### src/rtl/tdm_pkg.sv
// tdm_pkg
// Shared definitions for the TDM receive path. The future TDM transmitter
// imports these as well.
//   NUM_SLOTS   : slots per frame
//   SLOT_W      : width of a slot index
//   tdm_state_e : framing state (HUNT = searching for sync, RUN = locked)
package tdm_pkg;

  localparam int NUM_SLOTS = 8;
  localparam int SLOT_W    = 3;

  typedef enum logic {
    HUNT = 1'b0,
    RUN  = 1'b1
  } tdm_state_e;

endpackage : tdm_pkg

### src/rtl/tdm_slot_cnt.sv
// tdm_slot_cnt
// Slot index counter for the TDM demultiplexer.
// Ports:
//   clk, rst_n : clock, asynchronous active-low reset
//   inc        : advance to the next slot, wrapping from the last slot to 0
//   load1      : force the index to 1 (slot 0 has just been taken)
//   clr        : force the index to 0 (highest priority)
//   cnt        : current slot index
//   wrap       : high while cnt is the last slot, so the next inc wraps
module tdm_slot_cnt
  import tdm_pkg::*;
(
  input  logic              clk,
  input  logic              rst_n,
  input  logic              inc,
  input  logic              load1,
  input  logic              clr,
  output logic [SLOT_W-1:0] cnt,
  output logic              wrap
);

  logic [SLOT_W-1:0] cnt_q;
  logic [SLOT_W-1:0] cnt_d;

  // The slot count is a power of two, so the plain increment wraps by itself.
  always_comb begin
    cnt_d = cnt_q;
    if (clr) begin
      cnt_d = '0;
    end else if (load1) begin
      cnt_d = SLOT_W'(1);
    end else if (inc) begin
      cnt_d = cnt_q + SLOT_W'(1);
    end
  end

  always_ff @(posedge clk or negedge rst_n) begin
    if (!rst_n) begin
      cnt_q <= '0;
    end else begin
      cnt_q <= cnt_d;
    end
  end

  assign cnt  = cnt_q;
  assign wrap = (cnt_q == SLOT_W'(NUM_SLOTS - 1));

endmodule : tdm_slot_cnt

### src/rtl/tdm_demux_8.sv
// tdm_demux_8
// Registered 8-way TDM demultiplexer. Serial samples are collected into a
// shadow frame and the whole frame is presented on d0..d7 at once when slot 7
// arrives. Partial or errored frames never reach the outputs.
// Ports:
//   clk, rst_n  : clock, asynchronous active-low reset
//   in_valid    : din/sync carry a sample this cycle
//   sync        : marks din as slot 0 (qualified by in_valid)
//   din         : sample data
//   d0..d7      : last complete frame, slot k on dk
//   frame_valid : one-cycle pulse when d0..d7 update
//   frame_err   : one-cycle pulse on a framing violation
//   s           : slot the next accepted sample will fill
//   locked      : high while in RUN
module tdm_demux_8
  import tdm_pkg::*;
#(
  parameter int WIDTH = 3
) (
  input  logic              clk,
  input  logic              rst_n,
  input  logic              in_valid,
  input  logic              sync,
  input  logic [WIDTH-1:0]  din,
  output logic [WIDTH-1:0]  d0,
  output logic [WIDTH-1:0]  d1,
  output logic [WIDTH-1:0]  d2,
  output logic [WIDTH-1:0]  d3,
  output logic [WIDTH-1:0]  d4,
  output logic [WIDTH-1:0]  d5,
  output logic [WIDTH-1:0]  d6,
  output logic [WIDTH-1:0]  d7,
  output logic              frame_valid,
  output logic              frame_err,
  output logic [2:0]        s,
  output logic              locked
);

  tdm_state_e        state_q, state_d;
  logic [WIDTH-1:0]  shadow_q [NUM_SLOTS];
  logic [WIDTH-1:0]  shadow_d [NUM_SLOTS];
  logic [WIDTH-1:0]  lanes_q  [NUM_SLOTS];
  logic [WIDTH-1:0]  lanes_d  [NUM_SLOTS];
  logic              frame_valid_q, frame_valid_d;
  logic              frame_err_q, frame_err_d;

  logic              cnt_inc, cnt_load1, cnt_clr;
  logic [SLOT_W-1:0] slot;
  logic              slot_last;

  tdm_slot_cnt u_slot_cnt (
    .clk   (clk),
    .rst_n (rst_n),
    .inc   (cnt_inc),
    .load1 (cnt_load1),
    .clr   (cnt_clr),
    .cnt   (slot),
    .wrap  (slot_last)
  );

  // An early sync does not need to scrub the shadow frame: every slot is
  // rewritten before the next completion, so stale entries can never leak.
  always_comb begin
    state_d       = state_q;
    shadow_d      = shadow_q;
    lanes_d       = lanes_q;
    frame_valid_d = 1'b0;
    frame_err_d   = 1'b0;
    cnt_inc       = 1'b0;
    cnt_load1     = 1'b0;
    cnt_clr       = 1'b0;

    if (in_valid) begin
      unique case (state_q)
        HUNT: begin
          if (sync) begin
            shadow_d[0] = din;
            cnt_load1   = 1'b1;
            state_d     = RUN;
          end
        end
        RUN: begin
          if (sync) begin
            frame_err_d = (slot != '0);
            shadow_d[0] = din;
            cnt_load1   = 1'b1;
          end else if (slot == '0) begin
            frame_err_d = 1'b1;
            cnt_clr     = 1'b1;
            state_d     = HUNT;
          end else begin
            shadow_d[slot] = din;
            cnt_inc        = 1'b1;
            if (slot_last) begin
              for (int k = 0; k < NUM_SLOTS - 1; k++) begin
                lanes_d[k] = shadow_q[k];
              end
              lanes_d[NUM_SLOTS-1] = din;
              frame_valid_d        = 1'b1;
            end
          end
        end
        default: state_d = HUNT;
      endcase
    end
  end

  always_ff @(posedge clk or negedge rst_n) begin
    if (!rst_n) begin
      state_q       <= HUNT;
      frame_valid_q <= 1'b0;
      frame_err_q   <= 1'b0;
      for (int k = 0; k < NUM_SLOTS; k++) begin
        shadow_q[k] <= '0;
        lanes_q[k]  <= '0;
      end
    end else begin
      state_q       <= state_d;
      frame_valid_q <= frame_valid_d;
      frame_err_q   <= frame_err_d;
      shadow_q      <= shadow_d;
      lanes_q       <= lanes_d;
    end
  end

  assign d0          = lanes_q[0];
  assign d1          = lanes_q[1];
  assign d2          = lanes_q[2];
  assign d3          = lanes_q[3];
  assign d4          = lanes_q[4];
  assign d5          = lanes_q[5];
  assign d6          = lanes_q[6];
  assign d7          = lanes_q[7];
  assign frame_valid = frame_valid_q;
  assign frame_err   = frame_err_q;
  assign s           = slot;
  assign locked      = (state_q == RUN);

endmodule : tdm_demux_8
### config.mk
export PLATFORM = sky130hd
export DESIGN_NAME = tdm_demux_8
export DESIGN_NICKNAME = d
export VERILOG_FILES = /design/src/rtl/tdm_pkg.sv /design/src/rtl/tdm_slot_cnt.sv /design/src/rtl/tdm_demux_8.sv
export SDC_FILE = /design/constraint.sdc
export NUM_CORES = 1
export LEC_CHECK = 0
export CAP_MARGIN = 30
export CORE_ASPECT_RATIO = 1.25
export CORE_MARGIN = 8
export CORE_UTILIZATION = 52
export DETAILED_ROUTE_END_ITERATION = 16
export PLACE_DENSITY = 0.75
export SLEW_MARGIN = 20
export SYNTH_ARGS = -nofsm -noshare
export SYNTH_HDL_FRONTEND = slang
export SYNTH_SLANG_ARGS = --single-unit
### constraint.sdc
create_clock -name clk -period 2.7 [get_ports clk]
set_clock_uncertainty 0.2 [all_clocks]
set_input_delay 0.675 -clock clk [delete_from_list [all_inputs] [get_ports clk]]
set_output_delay 0.675 -clock clk [all_outputs]
set_load 0.01 [all_outputs]
==> qor.csv, run 1 <==
stage,metric,value,unit
timing,Least-Margin Pin Slew,0.6099,ns
floorplanning,initial core utilization,53.69,%
finish,Antenna Diode Count,0,
timing,Fin Setup TNS,0,ns
cts,Worst-Skew Late Latency,0.29,ns
critical_path,critical path cell sequence,clkdlybuf4s50_1,
routing,routed vias/inst,5.254,
timing,max frequency,404.9,MHz
yosys,Syn Std Cell Area,2183,µm²
min_path,Worst Hold Class,in -> async,
status,status,"complete, no violations",
cts,clk buf depth,2,
critical_path,Worst path slowest cell,dfrtp_1,
timing,"Slew Viols, Final",0,
floorplanning,Die Width,73.96,µm
critical_path,Startpoint Class,flip-flop,
critical_path,worst path arrival time,1.59,ns
yosys,Netlist cell types,28,
placement,Placer Congestion,0.8116,
critical_path,Reg-to-Reg Start,u_slot_cnt.cnt[0],
routing,WL per Instance,16.24,µm
global_routing,vias in the first global route,1420,
cts,H-tree depth,2,
critical_path,path type of the worst setup path,reg -> out,
cts,"Hold-fix buffers, CTS",0,
critical_path,"CP delay by family, top",flip-flops,
routing,total routed wirelength,4.158,mm
placement,IO Port Bufs,36,
timing,Rel. slew slack,59.34,%
run,max cap viols,0,
floorplanning,full die area,6541,µm²
timing,final setup fails,0,
critical_path,worst path required time,1.82,ns
routing,DR DRC count,0,
cts,clk slew on worst S/H paths,0.08,ns
finish,layout cells sized above 1,33.00,%
timing,Hold Fails Final Rpt,0,
yosys,sequential area share after synthesis,58.45,%
critical_path,Max stage delay on crit path,0.66,ns
timing,Period minus WS final,2.470,ns
power,total chip power,2.367,mW
yosys,#FFs+latches synth,51,
routing,DR iter-0 viols,36,
routing,routed vias,1345,
floorplanning,Core Area,4066,µm²
cts,root buffer cell,clkbuf_8,
global_routing,largest net degree at the start of global routing,52,
floorplanning,FP Rows,26,
finish,FILL cells,305,
yosys,Syn Area/Cell,14.46,µm²
cts,TritonCTS clock tree,done,
critical_path,CP startpoint,locked,
yosys,Synth warnings,0,
critical_path,Crit path buffers/inverters,1,
finish,Post-layout nets,211,
finish,Area Growth Syn to Fin,26.82,%
power,Max VDD drop,0.5265,mV
global_routing,global-route wire length before repair,6.996,mm
cts,Num CTS Buffers,5,
critical_path,crit end category,primary output,
timing,RSZ-0062 raised after global routing,false,
critical_path,reg2reg setup slack,0.40,ns
critical_path,Worst R2R End,shadow_q[16],
timing,final period utilization,91.48,%
cts,Post-CTS Setup Inserts,0,
global_routing,Congestion Overflow GR,0,
routing,DRT Pass-1 Iters,4,
critical_path,Worst setup endpoint,locked,
critical_path,Worst R2R Path Depth,7,
global_routing,initial antenna violation count,0,
floorplanning,io pins,37,
critical_path,CP max FO,14,
yosys,cells after synthesis,151,
yosys,ys flop type,dfrtp_1,
floorplanning,Die H,88.45,µm
yosys,Syn Nets,163,
global_routing,Tot GR Track Use,14.05,%
cts,clk sinks,51,
placement,Detail Placement HPWL,3.065,mm
yosys,"EDFF count, synth",0,
routing,Post-DRT Antenna Nets,0,
yosys,async set-reset flop share out of synthesis,100.0,%
cts,PostCTS Resize Cnt,0,
power,leakage,1.331,nW
power,Pwr Density,854.7,nW/µm²
critical_path,Crit path depth,1,
## worst min-delay path by stage
stage / from / endpoint / slack, ns
2_1_floorplan: rst_n / d0[0] / 0.18
3_3_place_gp: d0[1] / d0[1] / 0.26
3_5_place_dp: d0[2] / d0[2] / 0.28
4_1_cts: rst_n / d3[2] / 0.30
5_1_grt: rst_n / shadow_q[11] / 0.32
6_report: rst_n / d4[1] / 0.27
## metrics by stage
step	hold slack (ns)	utilization, %	cell area (µm²)	worst slack [ns]	std cells
final	0.2682	68.09	2769	0.2301	256
after global routing	0.3182	68.09	2769	0.1890	256
after CTS	0.2950	68.09	2769	0.2281	256
after detailed placement	0.2778	65.63	2669	-0.04541	248
after global placement	0.2625	65.63	2669	0.06056	248
after floorplan	0.1794	-	2183	0.3110	151
## cell type report
class	count	area, µm²	area share [%]
inverters	7	26.28	0.9489
repair buffers	46	442.9	16.00
clock buffers	8	100.1	3.615
well taps	56	70.07	2.530
multi-input cells	88	853.3	30.82
flip-flops and latches	51	1276	46.09
## flip-flops by register name (all words and copies together), names as in the netlist
signal and count:
d2 3, d0 3, u_slot_cnt.cnt 3, frame_valid 1, d5 3, frame_err 1, locked 1, shadow_q 21
d1 3, d7 3, d4 3, d6 3, d3 3
## cell usage in the layout (no fill, tap or decap), drive strengths merged
cell,n
a21oi,3
o311a,1
a31oi,2
a21o,1
o21ai,7
nand4,3
and3,1
buf,11
nor2b,1
or3,1
a211oi,1
ha,5
inv,7
nand3,1
clkbuf,8
clkdlybuf4s50,35
nand2,3
a31o,1
nand2b,4
mux2i,5
dfrtp,51
mux2,39
nor3,2
nor4,2
nor2,5
## cell families (layout without fill, tap and decap cells)
logic type / Yosys count / after routing / share of synthesized area, %
AND/OR/NAND/NOR: 23 / 23 / 8.654
AO/OA/AOI/OAI: 16 / 16 / 4.642
flip-flops: 51 / 51 / 58.45
adder cells (fa/ha/maj): 5 / 5 / 2.865
multiplexers: 44 / 44 / 22.92
buffers and inverters: 12 / 61 / 2.465
## routing by layer
metal  global-route usage [%]  routed length, µm  part of all wire [%]
met1                    16.77               1804                    43
met4                    5.464                 57                   1.4
met5                        0                  0                     0
met2                    23.08               2061                    50
met3                    4.082                235                   5.7
## synthesized netlist by cell type (2+ instances only)
| cell | instances | area, µm² |
|---|---|---|
| a21oi_1 | 3 | 15.01 |
| dfrtp_1 | 51 | 1276 |
| nand2_1 | 3 | 11.26 |
| nor2_1 | 5 | 18.77 |
| mux2_4 | 3 | 45.04 |
| mux2_2 | 36 | 405.4 |
| buf_2 | 4 | 20.02 |
| ha_1 | 5 | 62.56 |
| nor3_4 | 2 | 32.53 |
| inv_1 | 7 | 26.28 |
| nand2b_1 | 4 | 25.02 |
| mux2i_1 | 5 | 50.05 |
| o21ai_0 | 7 | 35.03 |
| a31oi_1 | 2 | 12.51 |
## power by group
group / switching, mW / internal [mW] / total [mW]
combinational: 0.379 / 0.442 / 0.821
clock: 0.226 / 0.234 / 0.460
sequential: 0.125 / 0.960 / 1.09
(Power assumes the default switching activity.)
==> run 2: changes to the inputs <==
--- a/config.mk
+++ b/config.mk
@@ -5,13 +5,13 @@
 export SDC_FILE = /design/constraint.sdc
 export NUM_CORES = 1
 export LEC_CHECK = 0
-export CAP_MARGIN = 30
 export CORE_ASPECT_RATIO = 1.25
 export CORE_MARGIN = 8
 export CORE_UTILIZATION = 52
 export DETAILED_ROUTE_END_ITERATION = 16
 export PLACE_DENSITY = 0.75
-export SLEW_MARGIN = 20
+export SLEW_MARGIN = 40
 export SYNTH_ARGS = -nofsm -noshare
 export SYNTH_HDL_FRONTEND = slang
 export SYNTH_SLANG_ARGS = --single-unit
+export TNS_END_PERCENT = 30
==> results of run 2 <==
No change in the layout: final DEF, timing and power equal those of run 1.
==> run 3: changes to the inputs <==
--- a/config.mk
+++ b/config.mk
@@ -5,6 +5,7 @@
 export SDC_FILE = /design/constraint.sdc
 export NUM_CORES = 1
 export LEC_CHECK = 0
+export ABC_AREA = 1
 export CORE_ASPECT_RATIO = 1.25
 export CORE_MARGIN = 8
 export CORE_UTILIZATION = 52
==> qor.csv, run 3 <==
stage,metric,value,unit,change
status,status,"complete, no violations",,
timing,Rel. slew slack,73.06,%,+14 points
timing,Period minus WS final,2.350,ns,-0.1202 ns
yosys,Synth warnings,0,,unchanged
timing,Least-Margin Pin Slew,0.4041,ns,-0.2057 ns
routing,met3 wire length,231,µm,-1.7%
cts,clk sinks,51,,unchanged
critical_path,Startpoint Class,flip-flop,,
power,Net Sw Power,0.6837,mW,-6.4%
routing,DR DRC count,0,,unchanged
critical_path,crit end category,flip-flop,,
placement,pre-CTS WS,0.1511,ns,+0.1965 ns
floorplanning,initial core utilization,54.18,%,+0.49 points
yosys,Netlist cell types,24,,-14%
timing,Hold Fails Final Rpt,0,,unchanged
finish,"most common cell after layout, fill and taps aside",nand2_1,,
global_routing,vias in the first global route,1605,,+13%
floorplanning,io pins,37,,unchanged
global_routing,Tot GR Track Use,14.52,%,+0.47 points
finish,Largest Register,shadow_q,,
yosys,Post-synth top cells,"71 x nand2_1, 51 x dfrtp_1, 30 x o21ai_0",,
cts,Worst-Skew Late Latency,0.31,ns,+0.02 ns
timing,final setup margin,0.3503,ns,+0.1202 ns
global_routing,global-route wire length before repair,7.403,mm,+5.8%
finish,most frequent cells in the layout,"71 x nand2_1, 51 x dfrtp_1, 35 x clkdlybuf4s50_1",,
critical_path,worst path required time,2.72,ns,+0.90 ns
timing,RSZ-0062 raised after global routing,false,,
floorplanning,Die Width,74.45,µm,+0.67%
cts,H-tree depth,2,,unchanged
routing,routed vias/inst,4.985,,-5.1%
power,leakage,1.433,nW,+7.7%
yosys,sequential area share after synthesis,57.46,%,-0.99 points
min_path,Worst Hold Class,in -> async,,
cts,PostCTS Resize Cnt,0,,unchanged
cts,root buffer cell,clkbuf_8,,
yosys,Area contributors post-synth,"dfrtp_1 57%, nand2_1 12%, o21ai_0 6.8%, inv_1 3.0%, ha_1 2.8%",,
placement,Placer Congestion,0.8360,,+3.0%
routing,DR iter-0 viols,72,,+100%
power,Max VDD drop,0.4766,mV,-9.5%
yosys,async set-reset flop share out of synthesis,100.0,%,unchanged
yosys,Syn Nets,244,,+50%
routing,met2 wire len,2.218,mm,+7.6%
finish,Final Cell Area,2759,µm²,-0.36%
cts,Num CTS Buffers,5,,unchanged
global_routing,initial antenna violation count,0,,unchanged
finish,layout cells sized above 1,10.58,%,-22 points
yosys,top-area cell type share of the netlist area,57.46,%,-0.99 points
routing,met1 WL,1.760,mm,-2.4%
power,Clk network pwr share,25.7,%,+6.3 points
critical_path,worst path arrival time,2.37,ns,+0.78 ns
cts,Post-CTS Setup Inserts,0,,unchanged
power,Pwr Density,760.1,nW/µm²,-11%
floorplanning,Die H,89.07,µm,+0.70%
cts,clk buf depth,2,,unchanged
routing,DRT Pass-1 Iters,4,,unchanged
yosys,most common cell in the netlist,nand2_1,,
routing,WL per Instance,13.02,µm,-20%
run,max cap viols,0,,unchanged
placement,IO Port Bufs,36,,unchanged
power,Pint,1.413,mW,-14%
yosys,Syn Std Cell Area,2221,µm²,+1.7%
placement,Detail Placement HPWL,3.144,mm,+2.6%
routing,highest routed layer,met4,,
floorplanning,Core Area,4099,µm²,+0.80%
power,total chip power,2.097,mW,-11%
yosys,ys flop type,dfrtp_1,,
timing,max frequency,425.6,MHz,+5.1%
timing,Fin Setup TNS,0,ns,unchanged
floorplanning,full die area,6631,µm²,+1.4%
global_routing,Congestion Overflow GR,0,,unchanged
timing,final setup fails,0,,unchanged
yosys,#FFs+latches synth,51,,unchanged
critical_path,path type of the worst setup path,reg -> reg,,
cts,TritonCTS clock tree,done,,
power,Reg power frac,47.6,%,+1.7 points
placement,Post-DP Area,2644,µm²,-0.94%
finish,Antenna Diode Count,0,,unchanged
yosys,"EDFF count, synth",0,,unchanged
routing,total routed wirelength,4.296,mm,+3.3%
critical_path,Worst R2R Path Depth,10,,+3
floorplanning,FP Rows,26,,unchanged
timing,final period utilization,87.03,%,-4.5 points
finish,Area Growth Syn to Fin,24.23,%,
routing,routed vias,1645,,+22%
power,logic gate share of total power,26.8,%,-7.9 points
finish,Post-layout nets,285,,+35%
timing,"Slew Viols, Final",0,,unchanged
routing,Post-DRT Antenna Nets,0,,unchanged
yosys,Syn Area/Cell,9.573,µm²,-34%
yosys,cells after synthesis,232,,+54%
yosys,top cell type by total area after synthesis,dfrtp_1,,
global_routing,largest net degree at the start of global routing,52,,unchanged
finish,Largest register FFs,21,,unchanged
critical_path,CP max FO,32,,+18
cts,"Hold-fix buffers, CTS",0,,unchanged
cts,clk slew on worst S/H paths,0.10,ns,+0.02 ns
power,net switching share of the total power,32.61,%,+1.8 points
run 3: worst max-delay path, stage by stage, from the launching register on:
cell     delay (ns)
dfrtp_1        0.54
inv_1          0.11
ha_1           0.21
nand2_1        0.13
ha_1           0.21
nand2_4        0.09
inv_4          0.07
nand2_4        0.11
nor2_8         0.36
nor2_1         0.08
a21oi_1        0.16
run 3: final timing paths:
check                             startpoint      endpoint  slack [ns]
max                        u_slot_cnt.cnt[1]         d3[1]        0.35
min                                    rst_n        locked        0.14
max reg2reg                u_slot_cnt.cnt[1]         d3[1]        0.35
min reg2reg                     shadow_q[22]  shadow_q[22]        0.29
max in group asynchronous              rst_n         d7[1]        1.93
min in group clk                shadow_q[22]  shadow_q[22]        0.29
run 3: power by group through the flow:
stage          Sequential, mW  Combinational, mW  Clock (mW)
3_3_place_gp             1.01              0.552           0
3_5_place_dp             1.01              0.564           0
2_1_floorplan            1.02              0.347           0
6_report                0.998              0.561       0.538
4_1_cts                 0.998              0.569       0.549
5_1_grt                  1.02              0.640       0.582
run 3: final cells by class:
class	count	area (µm²)
Clock buffer	5	68.82
Clock inverter	3	46.29
Fill cell	353	1340
Inverter	21	81.33
Multi-Input combinational cell	154	818.3
Sequential cell	51	1276
Tap cell	56	70.07
Timing Repair Buffer	40	397.9
run 3: kinds of logic after synthesis:
| kind of cell | after synthesis | synth area share [%] |
|---|---|---|
| AND/OR/NAND/NOR | 105 | 23.77 |
| flip-flops | 51 | 57.46 |
| adder cells (fa/ha/maj) | 5 | 2.817 |
| AO/OA/AOI/OAI | 44 | 10.25 |
| buffers and inverters | 27 | 5.690 |
run 3: metrics by stage:
step / std cells / hold WS, ns / util (%)
after floorplan: 232 / 0.1794 / -
after global placement: 322 / 0.2630 / 64.50
after detailed placement: 322 / 0.2666 / 64.50
after CTS: 330 / 0.1552 / 67.31
after global routing: 330 / 0.1582 / 67.31
final: 330 / 0.1352 / 67.31
run 3: metal layers:
| layer | track usage (%) | vias to the layer above |
|---|---|---|
| li1 | - | 832 |
| met3 | 3.704 | 7 |
| met2 | 25.89 | 36 |
| met4 | 6.250 | 0 |
| met1 | 15.67 | 770 |
| met5 | 0 | - |
==> RTL change (settings of run 3) <==
The parameter `WIDTH` goes from 3 to 5.
--- a/src/rtl/tdm_demux_8.sv
+++ b/src/rtl/tdm_demux_8.sv
@@ -17,3 +17,3 @@
 #(
-  parameter int WIDTH = 3
+  parameter int WIDTH = 5
 ) (
Ports: changed (9 resized); port bits go from 37 to 55. No check against the original RTL was run, so the function may have changed too.
==> RTL change against run 3 <==
  * Design area rose by 51%
  * Die area rose by 40%
  * Routed wire length rose by 63%
  * Worst setup slack improved by 0.043 ns
  * Sequential share of layout area rose by 2.3 points
  * Area after synthesis rose by 50%
  * Sequential cell count rose by 30
  * Total power rose by 40%
  * Critical path type is now reg -> out
==> RTL change: results (changes against run 3) <==
status finished, final reports clean; DRT iter0 DRCs 209 (+190%); Flop pwr share 50.3% (+2.7 points); Final clock-cell share 5.19% (+1.0 points); DR pass1 iterations 4 (unchanged); post-synth net total 397 (+63%); Seq/Total Area, Yosys 60.7% (+3.2 points); compound-cell area share of the yosys netlist 0% (-10 points); adder-cell share of the synthesized area 1.50% (-1.3 points); Max rail drop VDD 0.619 mV (+30%); R2R depth 9 (-1); clkbuf count 11 (+6); reg2reg end d0[1]$_DFFE_PN0P_; pin count of the biggest net entering global routing 48 (-7.7%); Global Route Usage Sum 16.5% (+1.9 points); H-tree depth 3 (+1); synth cell count leaders 175 x nand2_1, 81 x dfrtp_1, 79 x nand3_1, 10 x inv_1; Cell Area, Placed 3960 sq um (+50%); library cells used by synthesis 14 (-42%); internal power 2.12 mW (+50%); clock edge transition at the registers on the reported setup and hold paths 0.07 ns (-0.03 ns); Tapcells 85 (+52%); NonClk Buf Share 14.9% (+0.52 points); Min Hold Slack 0.0909 ns (-0.0443 ns); Rel. slew slack 58.8% (-14 points); static leakage 2.24 nW (+56%); dpl ws 0.285 ns (+0.134 ns); top post-synthesis cells by area dfrtp_1 61%, nand2_1 20%, nand3_1 12%; fillers 509 (+44%); worst r2r src u_slot_cnt.cnt[0]$_DFFE_PN0P_; number of buffers added on ports 54 (+50%); Reg area 2030 sq um (+59%); GP Congestion 0.830 (-0.77%); crit-path max cell delay 0.60 ns (+0.06 ns); Largest register FFs 35 (+67%); area occupied by multi-input gates 1160 sq um (+41%); inverter count 11 (-48%); cts bufs inserted 9 (+4); CP arrival 1.43 ns (-0.94 ns); Layout Utilization 67.2% (-0.090 points); # nets final 448 (+57%); multi-input gates 270 (+75%); slowest CP cell clkdlybuf4s50_1; Top delay family on crit path buffers and inverters; vias in the first global route 2590 (+61%); Post-Synthesis Cells 384 (+66%); Cells after DPL 509 (+58%); XOR/XNOR Fraction of Synth Area 0% (unchanged); detailed-route wire length 7010 um (+63%); n_diodes 0 (unchanged); global-route wire length before repair 11900 um (+61%); Synth Register Bits 81 (+59%); Clk Latency, worst-skew pair 0.34 ns (+0.03 ns); Signal buffers 62 (+55%); routed len/inst 13.4 um (+3.0%); R2R Setup Slk 0.57 ns (+0.22 ns); share of cells above drive strength 1 5.71% (-4.9 points); CP max FO 8 (-75%)
[RTL change: cell types whose count changed after synthesis, sizes merged, moves of 9 or more]
cell,run 3,this run
inv,21,11
dfrtp,51,81
o21ai,35,0
a21oi,9,0
nand2,73,175
nand3,6,79
[RTL change: worst max-delay path by stage]
| stage | start | to | slack [ns] | depth (start not counted) |
|---|---|---|---|---|
| 6_report | u_slot_cnt.cnt[0]$_DFFE_PN0P_ | s[0] | 0.39 | 1 |
| 3_5_place_dp | in_valid | d0[1]$_DFFE_PN0P_ | 0.29 | 9 |
| 3_3_place_gp | in_valid | d0[0]$_DFFE_PN0P_ | 0.31 | 9 |
| 5_1_grt | u_slot_cnt.cnt[0]$_DFFE_PN0P_ | s[0] | 0.34 | 1 |
| 4_1_cts | u_slot_cnt.cnt[0]$_DFFE_PN0P_ | s[0] | 0.38 | 1 |
| 2_1_floorplan | u_slot_cnt.cnt[0]$_DFFE_PN0P_ | shadow_q[30]$_DFFE_PN0P_ | 0.88 | 9 |
[RTL change: logic make-up (layout without fill, tap and decap cells)]
kind of cell  count (synthesis)  count (layout)
buf+inv                      33              87
flops                        81              81
fa+ha+maj                     4               4
simple gates                266             266
[RTL change: per-layer routing]
metal	track usage (%)	vias to the layer above	wire, um
met1	20.0	1245	3070
met4	9.86	0	201
met5	0	-	0
li1	-	1323	-
met3	3.26	15	373
met2	26.3	59	3360
[RTL change: power groups by stage]
stage	Sequential, mW	Clock [mW]	Combinational, mW
floorplan	1.48	0	0.330
global placement	1.50	0	0.492
detailed placement	1.50	0	0.504
CTS	1.48	0.975	0.508
global route	1.50	1.02	0.586
finish	1.48	0.957	0.503
